File: src/rtl/bp_cfg_bus_initiator.sv
// Host-to-config-bus initiator: one outstanding read/write at a time,
// with a response timeout that reports all-ones data and an error flag.
//
// state  | meaning
// e_idle | ready for a host command
// e_send | request presented on the config bus, waiting for cfg_ready_i
// e_wait | request accepted, waiting for target response or timeout
// e_resp | response held for the host until resp_yumi_i
module bp_cfg_bus_initiator #(
  parameter int cfg_core_width_p = 8,
  parameter int cfg_addr_width_p = 16,
  parameter int cfg_data_width_p = 32,
  parameter int timeout_cycles_p = 64
) (
  input  logic                        clk_i,
  input  logic                        reset_i,

  input  logic                        cmd_v_i,
  input  logic                        cmd_w_i,
  input  logic [cfg_core_width_p-1:0] cmd_core_i,
  input  logic [cfg_addr_width_p-1:0] cmd_addr_i,
  input  logic [cfg_data_width_p-1:0] cmd_data_i,
  output logic                        cmd_ready_o,

  output logic                        cfg_v_o,
  output logic                        cfg_w_o,
  output logic [cfg_core_width_p-1:0] cfg_core_o,
  output logic [cfg_addr_width_p-1:0] cfg_addr_o,
  output logic [cfg_data_width_p-1:0] cfg_data_o,
  input  logic                        cfg_ready_i,

  input  logic                        cfg_resp_v_i,
  input  logic [cfg_data_width_p-1:0] cfg_resp_data_i,

  output logic                        resp_v_o,
  output logic [cfg_data_width_p-1:0] resp_data_o,
  output logic                        resp_err_o,
  input  logic                        resp_yumi_i
);

  localparam int cnt_width_lp = $clog2(timeout_cycles_p + 1);
  localparam logic [cnt_width_lp-1:0] cnt_last_lp = cnt_width_lp'(timeout_cycles_p - 1);

  typedef enum logic [1:0] {
    e_idle = 2'd0,
    e_send = 2'd1,
    e_wait = 2'd2,
    e_resp = 2'd3
  } state_e;

  state_e                      state_r;
  logic                        idle_r;
  logic                        cfg_v_r;
  logic                        cap_w_r;
  logic [cfg_core_width_p-1:0] cap_core_r;
  logic [cfg_addr_width_p-1:0] cap_addr_r;
  logic [cfg_data_width_p-1:0] cap_data_r;
  logic [cnt_width_lp-1:0]     cnt_r;
  logic                        resp_v_r;
  logic [cfg_data_width_p-1:0] resp_data_r;
  logic                        resp_err_r;

  always_ff @(posedge clk_i) begin
    if (reset_i) begin
      state_r     <= e_idle;
      idle_r      <= 1'b1;
      cfg_v_r     <= 1'b0;
      cap_w_r     <= 1'b0;
      cap_core_r  <= '0;
      cap_addr_r  <= '0;
      cap_data_r  <= '0;
      cnt_r       <= '0;
      resp_v_r    <= 1'b0;
      resp_data_r <= '0;
      resp_err_r  <= 1'b0;
    end else begin
      unique case (state_r)
        e_idle: begin
          if (cmd_v_i) begin
            cap_w_r    <= cmd_w_i;
            cap_core_r <= cmd_core_i;
            cap_addr_r <= cmd_addr_i;
            // Reads carry no payload on the bus.
            cap_data_r <= cmd_w_i ? cmd_data_i : '0;
            idle_r     <= 1'b0;
            cfg_v_r    <= 1'b1;
            state_r    <= e_send;
          end
        end
        e_send: begin
          if (cfg_ready_i) begin
            cfg_v_r <= 1'b0;
            cnt_r   <= '0;
            state_r <= e_wait;
          end
        end
        e_wait: begin
          // A response arriving on the last timeout cycle still wins.
          if (cfg_resp_v_i) begin
            resp_data_r <= cap_w_r ? '0 : cfg_resp_data_i;
            resp_err_r  <= 1'b0;
            resp_v_r    <= 1'b1;
            state_r     <= e_resp;
          end else if (cnt_r == cnt_last_lp) begin
            resp_data_r <= '1;
            resp_err_r  <= 1'b1;
            resp_v_r    <= 1'b1;
            state_r     <= e_resp;
          end
          if (cnt_r != '1) begin
            cnt_r <= cnt_r + 1'b1;
          end
        end
        e_resp: begin
          if (resp_yumi_i) begin
            resp_v_r <= 1'b0;
            idle_r   <= 1'b1;
            state_r  <= e_idle;
          end
        end
        default: begin
          state_r <= e_idle;
          idle_r  <= 1'b1;
        end
      endcase
    end
  end

  assign cmd_ready_o = idle_r & ~reset_i;
  assign cfg_v_o     = cfg_v_r;
  assign cfg_w_o     = cap_w_r;
  assign cfg_core_o  = cap_core_r;
  assign cfg_addr_o  = cap_addr_r;
  assign cfg_data_o  = cap_data_r;
  assign resp_v_o    = resp_v_r;
  assign resp_data_o = resp_data_r;
  assign resp_err_o  = resp_err_r;

endmodule

File: config.mk
export PLATFORM = sky130hd
export DESIGN_NAME = bp_cfg_bus_initiator
export DESIGN_NICKNAME = d
export VERILOG_FILES = /design/src/rtl/bp_cfg_bus_initiator.sv
export SDC_FILE = /design/constraint.sdc
export NUM_CORES = 1
export LEC_CHECK = 0
export CAP_MARGIN = 20
export CORE_MARGIN = 1
export CORE_UTILIZATION = 45
export DETAILED_ROUTE_END_ITERATION = 8
export GPL_TIMING_DRIVEN = 0
export PLACE_DENSITY = 0.87
export SYNTH_ARGS = -nofsm -noshare
export SYNTH_HDL_FRONTEND = slang
export SYNTH_SLANG_ARGS = --single-unit
File: constraint.sdc
create_clock -name clk_i -period 4.3 [get_ports clk_i]
set_input_delay 0.43 -clock clk_i [delete_from_list [all_inputs] [get_ports clk_i]]
set_output_delay 0.43 -clock clk_i [all_outputs]
set_load 0.05 [all_outputs]
==> results of run 1 <==
cell usage after synthesis, drive strengths merged (5+ instances only):
cell	instances	area, sq um
buf	20	126
dfxtp	102	2040
a21oi	64	320
a221oi	32	462
nand2b	33	206
o21ai	5	36.3
nand2	89	334
ha	6	75.1
nand3	37	198
inv	43	161
clkbuf	18	67.6
nor2	9	41.3
how the worst max path moves through the flow:
stage | start | end | slack (ns) | cells after the start
global placement | reset_i | cmd_ready_o | 2.13 | 3
detailed placement | reset_i | cmd_ready_o | 2.12 | 3
global route | idle_r | cmd_ready_o | 2.06 | 2
CTS | idle_r | cmd_ready_o | 2.12 | 2
finish | idle_r | cmd_ready_o | 2.14 | 2
floorplan | reset_i | cmd_ready_o | 2.53 | 2
power by group through the flow:
stage | clock network, mW | registers (mW) | logic, mW
detailed placement | 0 | 1.21 | 1.62
CTS | 0.600 | 1.19 | 1.63
floorplan | 0 | 1.70 | 0.598
global route | 0.649 | 1.21 | 1.73
finish | 0.596 | 1.19 | 1.62
global placement | 0 | 1.20 | 1.59
routing by layer:
metal  routed length (microns)  global-route usage  vias to the layer above
met4                       243              0.0792                        0
met5                         0                   0                        -
met1                      5020               0.284                     1863
li1                          -                   -                     2019
met2                      5690               0.419                      167
met3                      1070              0.0900                       24
kinds of logic (layout without fill, tap and decap cells):
| logic type | Yosys count | after routing | synth area share |
|---|---|---|---|
| xor gates and xnor gates | 1 | 1 | 0.00205 |
| adders and majority gates | 6 | 6 | 0.0175 |
| AOI/OAI and AO/OA | 115 | 115 | 0.223 |
| muxes | 1 | 1 | 0.00263 |
| and+or+nand+nor | 176 | 176 | 0.195 |
| DFF | 102 | 102 | 0.477 |
| buffers and inverters | 81 | 280 | 0.0830 |
worst register-to-register path, stage by stage (launching register included):
cell,delay [ns]
dfxtp_1,0.40
inv_1,0.10
ha_1,0.22
nand2_1,0.11
buf_2,0.27
buf_1,0.38
nand2_1,0.13
a21oi_1,0.13
registers in the layout (all words and copies together) (netlist names):
register and count:
cfg_v_o 1, cfg_addr_o 16, cfg_core_o 8, resp_v_o 1, state_r 2, cfg_data_o 32
cnt_r 7, resp_err_o 1, resp_data_o 32, idle_r 1, cfg_w_o 1
layout make-up:
class	count	area, sq um
buffer	38	194
tap	129	161
clock inverter	5	60.1
timing repair buffer	185	1850
sequential	102	2040
fill	701	2760
inverter	43	161
clock buffer	9	124
multi-input combinational	299	1880
through the flow:
step	hold slack, ns	total power, mW	utilization	instances
3_5_place_dp	0.446	2.83	0.681	796
3_3_place_gp	0.437	2.79	0.681	796
4_1_cts	0.404	3.42	0.701	810
2_1_floorplan	0.444	2.30	-	482
5_1_grt	0.440	3.59	0.701	810
6_report	0.405	3.41	0.701	810
==> results.sh, run 1 <==
export IMPL_outcome="completed"
export IMPL_drtAntennaViolNets=0
export IMPL_crit_buf_inv=1
export IMPL_drt_pass1_iterations=5
export IMPL_slew_headroom=0.533
export IMPL_syn_num_nets=583
export IMPL_finalWorstSetupSlack_ns=2.14
export IMPL_mostFrequentLayoutCells="clkdlybuf4s50_1 (185), dfxtp_1 (102), nand2_1 (89)"
export IMPL_pwr_share_comb=0.475
export IMPL_fp_dieW_microns=99.5
export IMPL_worstSetupPathType="flop to primary output"
export IMPL_min_path_type="input port to flop"
export IMPL_power_leakage_nw=2.24
export IMPL_slew_viol_final=0
export IMPL_grt_max_degree=17
export IMPL_cell_internal_pwr_mw=1.95
export IMPL_ctsHoldBuffers=0
export IMPL_port_buffers=185
export IMPL_cp_top_family="buffers and inverters"
export IMPL_num_io_pins=188
export IMPL_yosysSeqAreaShare=0.477
export IMPL_p_per_area_nw_per_um2=527
export IMPL_syn_area_sq_um=4280
export IMPL_diodes=0
export IMPL_worstSkewPairLatency_ns=0.36
export IMPL_grt_usage=0.245
export IMPL_synth_main_ff_cell="dfxtp_1"
export IMPL_cts_sinks=102
export IMPL_num_vias=4073
export IMPL_synth_distinct_cells=40
export IMPL_cts_buffer_depth=2
export IMPL_power_net_switching_mw=1.46
export IMPL_clkPwrFrac=0.175
export IMPL_grt_pass1_vias=4110
export IMPL_final_common_cell="clkdlybuf4s50_1"
export IMPL_final_setup_tns_ns=0
export IMPL_totalWireLength_microns=12000
export IMPL_switching_share=0.427
export IMPL_pre_cts_ws_ns=2.12
export IMPL_gp_congestion=0.801
export IMPL_arrival_ns=1.73
export IMPL_post_cts_buffers=0
export IMPL_dieArea_sq_um=9900
export IMPL_syn_instance_count=482
export IMPL_post_route_period_util=0.503
export IMPL_cp_end_kind="primary output"
export IMPL_cts_buffers_inserted=9
export IMPL_fp_dieH_microns=99.5
export IMPL_worst_slew_pin_slew_ns=0.700
export IMPL_period_needed_ns=2.16
export IMPL_hold_start="cmd_w_i"
export IMPL_place_area_sq_um=6290
export IMPL_viasPerCell=5.03
export IMPL_critPathRequiredTime_ns=3.87
export IMPL_nets=779
export IMPL_grt_setup_unrepaired="no"
export IMPL_max_freq_mhz=462
export IMPL_drt_iter0_markers=181
export IMPL_crit_path_start_kind="flop"
export IMPL_ir_drop_v=0.000319
export IMPL_wl_per_cell_microns=14.8
export IMPL_placementRows=35
export IMPL_critPathMaxFanout=3
export IMPL_min_to="cfg_data_o[10]"
export IMPL_cts_tree="done"
export IMPL_ys_async_sr_fraction=0
export IMPL_ys_ff_latch=102
export IMPL_initial_core_util=0.463
export IMPL_r2r_end="cfg_data_o[26]"
export IMPL_syn2layout_area_growth_pct=51.3
export IMPL_synth_avg_cell_area_sq_um=8.88
export IMPL_cp_slowest_stage_delay_ns=0.84
export IMPL_dp_hpwl_microns=9170
export IMPL_root_buffer="clkbuf_8"
export IMPL_rrSetupSlack_ns=2.49
export IMPL_grt_antenna_before_repair=0
export IMPL_htree_num_levels=3
export IMPL_cts_clk_slew_worst_paths_ns=0.09
export IMPL_cp_slowest_cell="clkdlybuf4s50_1"
export IMPL_synth_edff_count=0
export IMPL_drc_errors=0
export IMPL_skew_ns=0.0103
export IMPL_cap_violations=0
export IMPL_grt_pass1_wl_microns=19400
export IMPL_min_delay_path_depth=3
export IMPL_core_area_sq_um=9240
export IMPL_setup_viol=0
export IMPL_yosys_warnings=0
export IMPL_drive_above_1_share=0.0954
export IMPL_crit_chain="nor2b_1 -> clkdlybuf4s50_1"
export IMPL_fin_area_sq_um=6480
export IMPL_p_seq_frac=0.350
export IMPL_ctsResizeCount=0
export IMPL_reg2regPathDepth=7
export IMPL_grt_overflow=0
export IMPL_final_hold_viol_count=0
export IMPL_r2r_start="state_r[1]"
Note: power is estimated with default switching activity, not from simulation.
==> run 2, diff against run 1 <==
Settings changed: CORE_UTILIZATION 45 to 42, PLACE_DENSITY 0.87 to 0.82.
Clock period 4.3 ns to 2.2 ns, I/O delays scaled along.
==> results.sh, run 2 (synthesis gave the netlist of run 1 again) <==
export IMPL_outcome="completed"
export IMPL_fin_area_sq_um=6490
export IMPL_slew_headroom=0.509
export IMPL_cts_sinks=102
export IMPL_port_buffers=185
export IMPL_drc_errors=0
export IMPL_grt_overflow=0
export IMPL_critPathRequiredTime_ns=1.98
export IMPL_viasPerCell=5.01
export IMPL_ctsResizeCount=0
export IMPL_dp_hpwl_microns=9230
export IMPL_clkPwrFrac=0.180
export IMPL_p_per_area_nw_per_um2=1030
export IMPL_num_vias=4087
export IMPL_diodes=0
export IMPL_final_common_cell="clkdlybuf4s50_1"
export IMPL_power_mw=6.70
export IMPL_cts_buffer_depth=2
export IMPL_period_needed_ns=1.96
export IMPL_final_hold_viol_count=0
export IMPL_r2r_end="cfg_data_o[22]"
export IMPL_core_area_sq_um=9820
export IMPL_min_to="cfg_data_o[12]"
export IMPL_hold_start="cmd_w_i"
export IMPL_cp_end_kind="primary output"
export IMPL_critPathMaxFanout=3
export IMPL_totalWireLength_microns=12200
export IMPL_drt_pass1_iterations=4
export IMPL_pwr_share_comb=0.472
export IMPL_cts_tree="done"
export IMPL_min_delay_path_depth=3
export IMPL_slew_viol_final=0
export IMPL_root_buffer="clkbuf_8"
export IMPL_dieArea_sq_um=10600
export IMPL_rrSetupSlack_ns=0.37
export IMPL_skew_ns=0.0106
export IMPL_p_seq_frac=0.348
export IMPL_placementRows=36
export IMPL_ir_drop_v=0.000530
export IMPL_drt_iter0_markers=139
export IMPL_cap_violations=0
export IMPL_drive_above_1_share=0.0966
export IMPL_gp_congestion=0.778
export IMPL_power_leakage_nw=2.24
export IMPL_place_area_sq_um=6300
export IMPL_max_freq_mhz=511
export IMPL_final_setup_tns_ns=0
export IMPL_grt_pass1_wl_microns=19100
export IMPL_crit_path_start_kind="flop"
export IMPL_worstSetupPathType="flop to primary output"
export IMPL_grt_max_degree=17
export IMPL_nets=779
export IMPL_grt_antenna_before_repair=0
export IMPL_initial_core_util=0.436
export IMPL_fin_util=0.661
export IMPL_num_io_pins=188
export IMPL_fin_hold_ws_ns=0.221
export IMPL_grt_pass1_vias=4046
export IMPL_mostFrequentLayoutCells="clkdlybuf4s50_1 (185), dfxtp_1 (102), nand2_1 (89)"
export IMPL_post_cts_buffers=0
export IMPL_r2r_start="state_r[0]"
export IMPL_fp_dieH_microns=103
export IMPL_post_route_period_util=0.889
export IMPL_cts_clk_slew_worst_paths_ns=0.09
export IMPL_arrival_ns=1.74
export IMPL_setup_viol=0
export IMPL_worst_slew_pin_slew_ns=0.736
export IMPL_cts_buffers_inserted=9
export IMPL_grt_usage=0.234
export IMPL_htree_num_levels=3
export IMPL_switching_share=0.424
export IMPL_reg2regPathDepth=7
export IMPL_wl_per_cell_microns=14.9
export IMPL_worstSkewPairLatency_ns=0.36
export IMPL_cell_internal_pwr_mw=3.86
export IMPL_power_net_switching_mw=2.84
export IMPL_drtAntennaViolNets=0
export IMPL_min_path_type="input port to flop"
export IMPL_syn2layout_area_growth_pct=51.8
export IMPL_ctsHoldBuffers=0
export IMPL_grt_setup_unrepaired="no"
export IMPL_fp_dieW_microns=103
-- run 2: changes by cell type in the layout (fill, tap and decap cells not counted), sizes merged --
cell,delta
clkinv,+1
inv,-1
clkbuf,+2
-- run 2: worst max-delay path by stage --
stage,start,to,slack [ns]
floorplan,state_r[0],cnt_r[2],0.67
global placement,reset_i,cmd_ready_o,0.42
detailed placement,cmd_v_i,cfg_data_o[30],0.40
CTS,idle_r,cmd_ready_o,0.23
global route,idle_r,cmd_ready_o,0.18
finish,idle_r,cmd_ready_o,0.24
-- run 2: metal layers --
metal	vias up	part of all wire	track usage
li1	2022	-	-
met1	1883	0.39	0.255
met2	169	0.48	0.411
met3	13	0.11	0.0929
met4	0	0.014	0.0802
met5	-	0	0
-- run 2: final cells by class --
class,count,area (sq um)
multi-input combinational,299,1880
clock buffer,11,141
sequential,102,2040
buffer,38,194
timing repair buffer,185,1850
clock inverter,5,56.3
inverter,43,161
fill,862,3320
tap,133,166
-- run 2: power by group through the flow --
stage	Clock, mW	Sequential [mW]	Combinational, mW
floorplan	0	3.33	1.17
global route	1.30	2.36	3.39
global placement	0	2.36	3.11
detailed placement	0	2.37	3.16
finish	1.21	2.33	3.16
CTS	1.24	2.33	3.18
-- run 2: stage by stage --
stage	instances	setup WS [ns]
2_1_floorplan	482	0.670
3_3_place_gp	800	0.421
3_5_place_dp	800	0.398
4_1_cts	816	0.231
5_1_grt	816	0.179
6_report	816	0.245
-- run 2: critical path, stage by stage, from the launching register on --
cell,delay (ns)
dfxtp_1,0.36
nor2b_1,0.15
clkdlybuf4s50_1,0.86
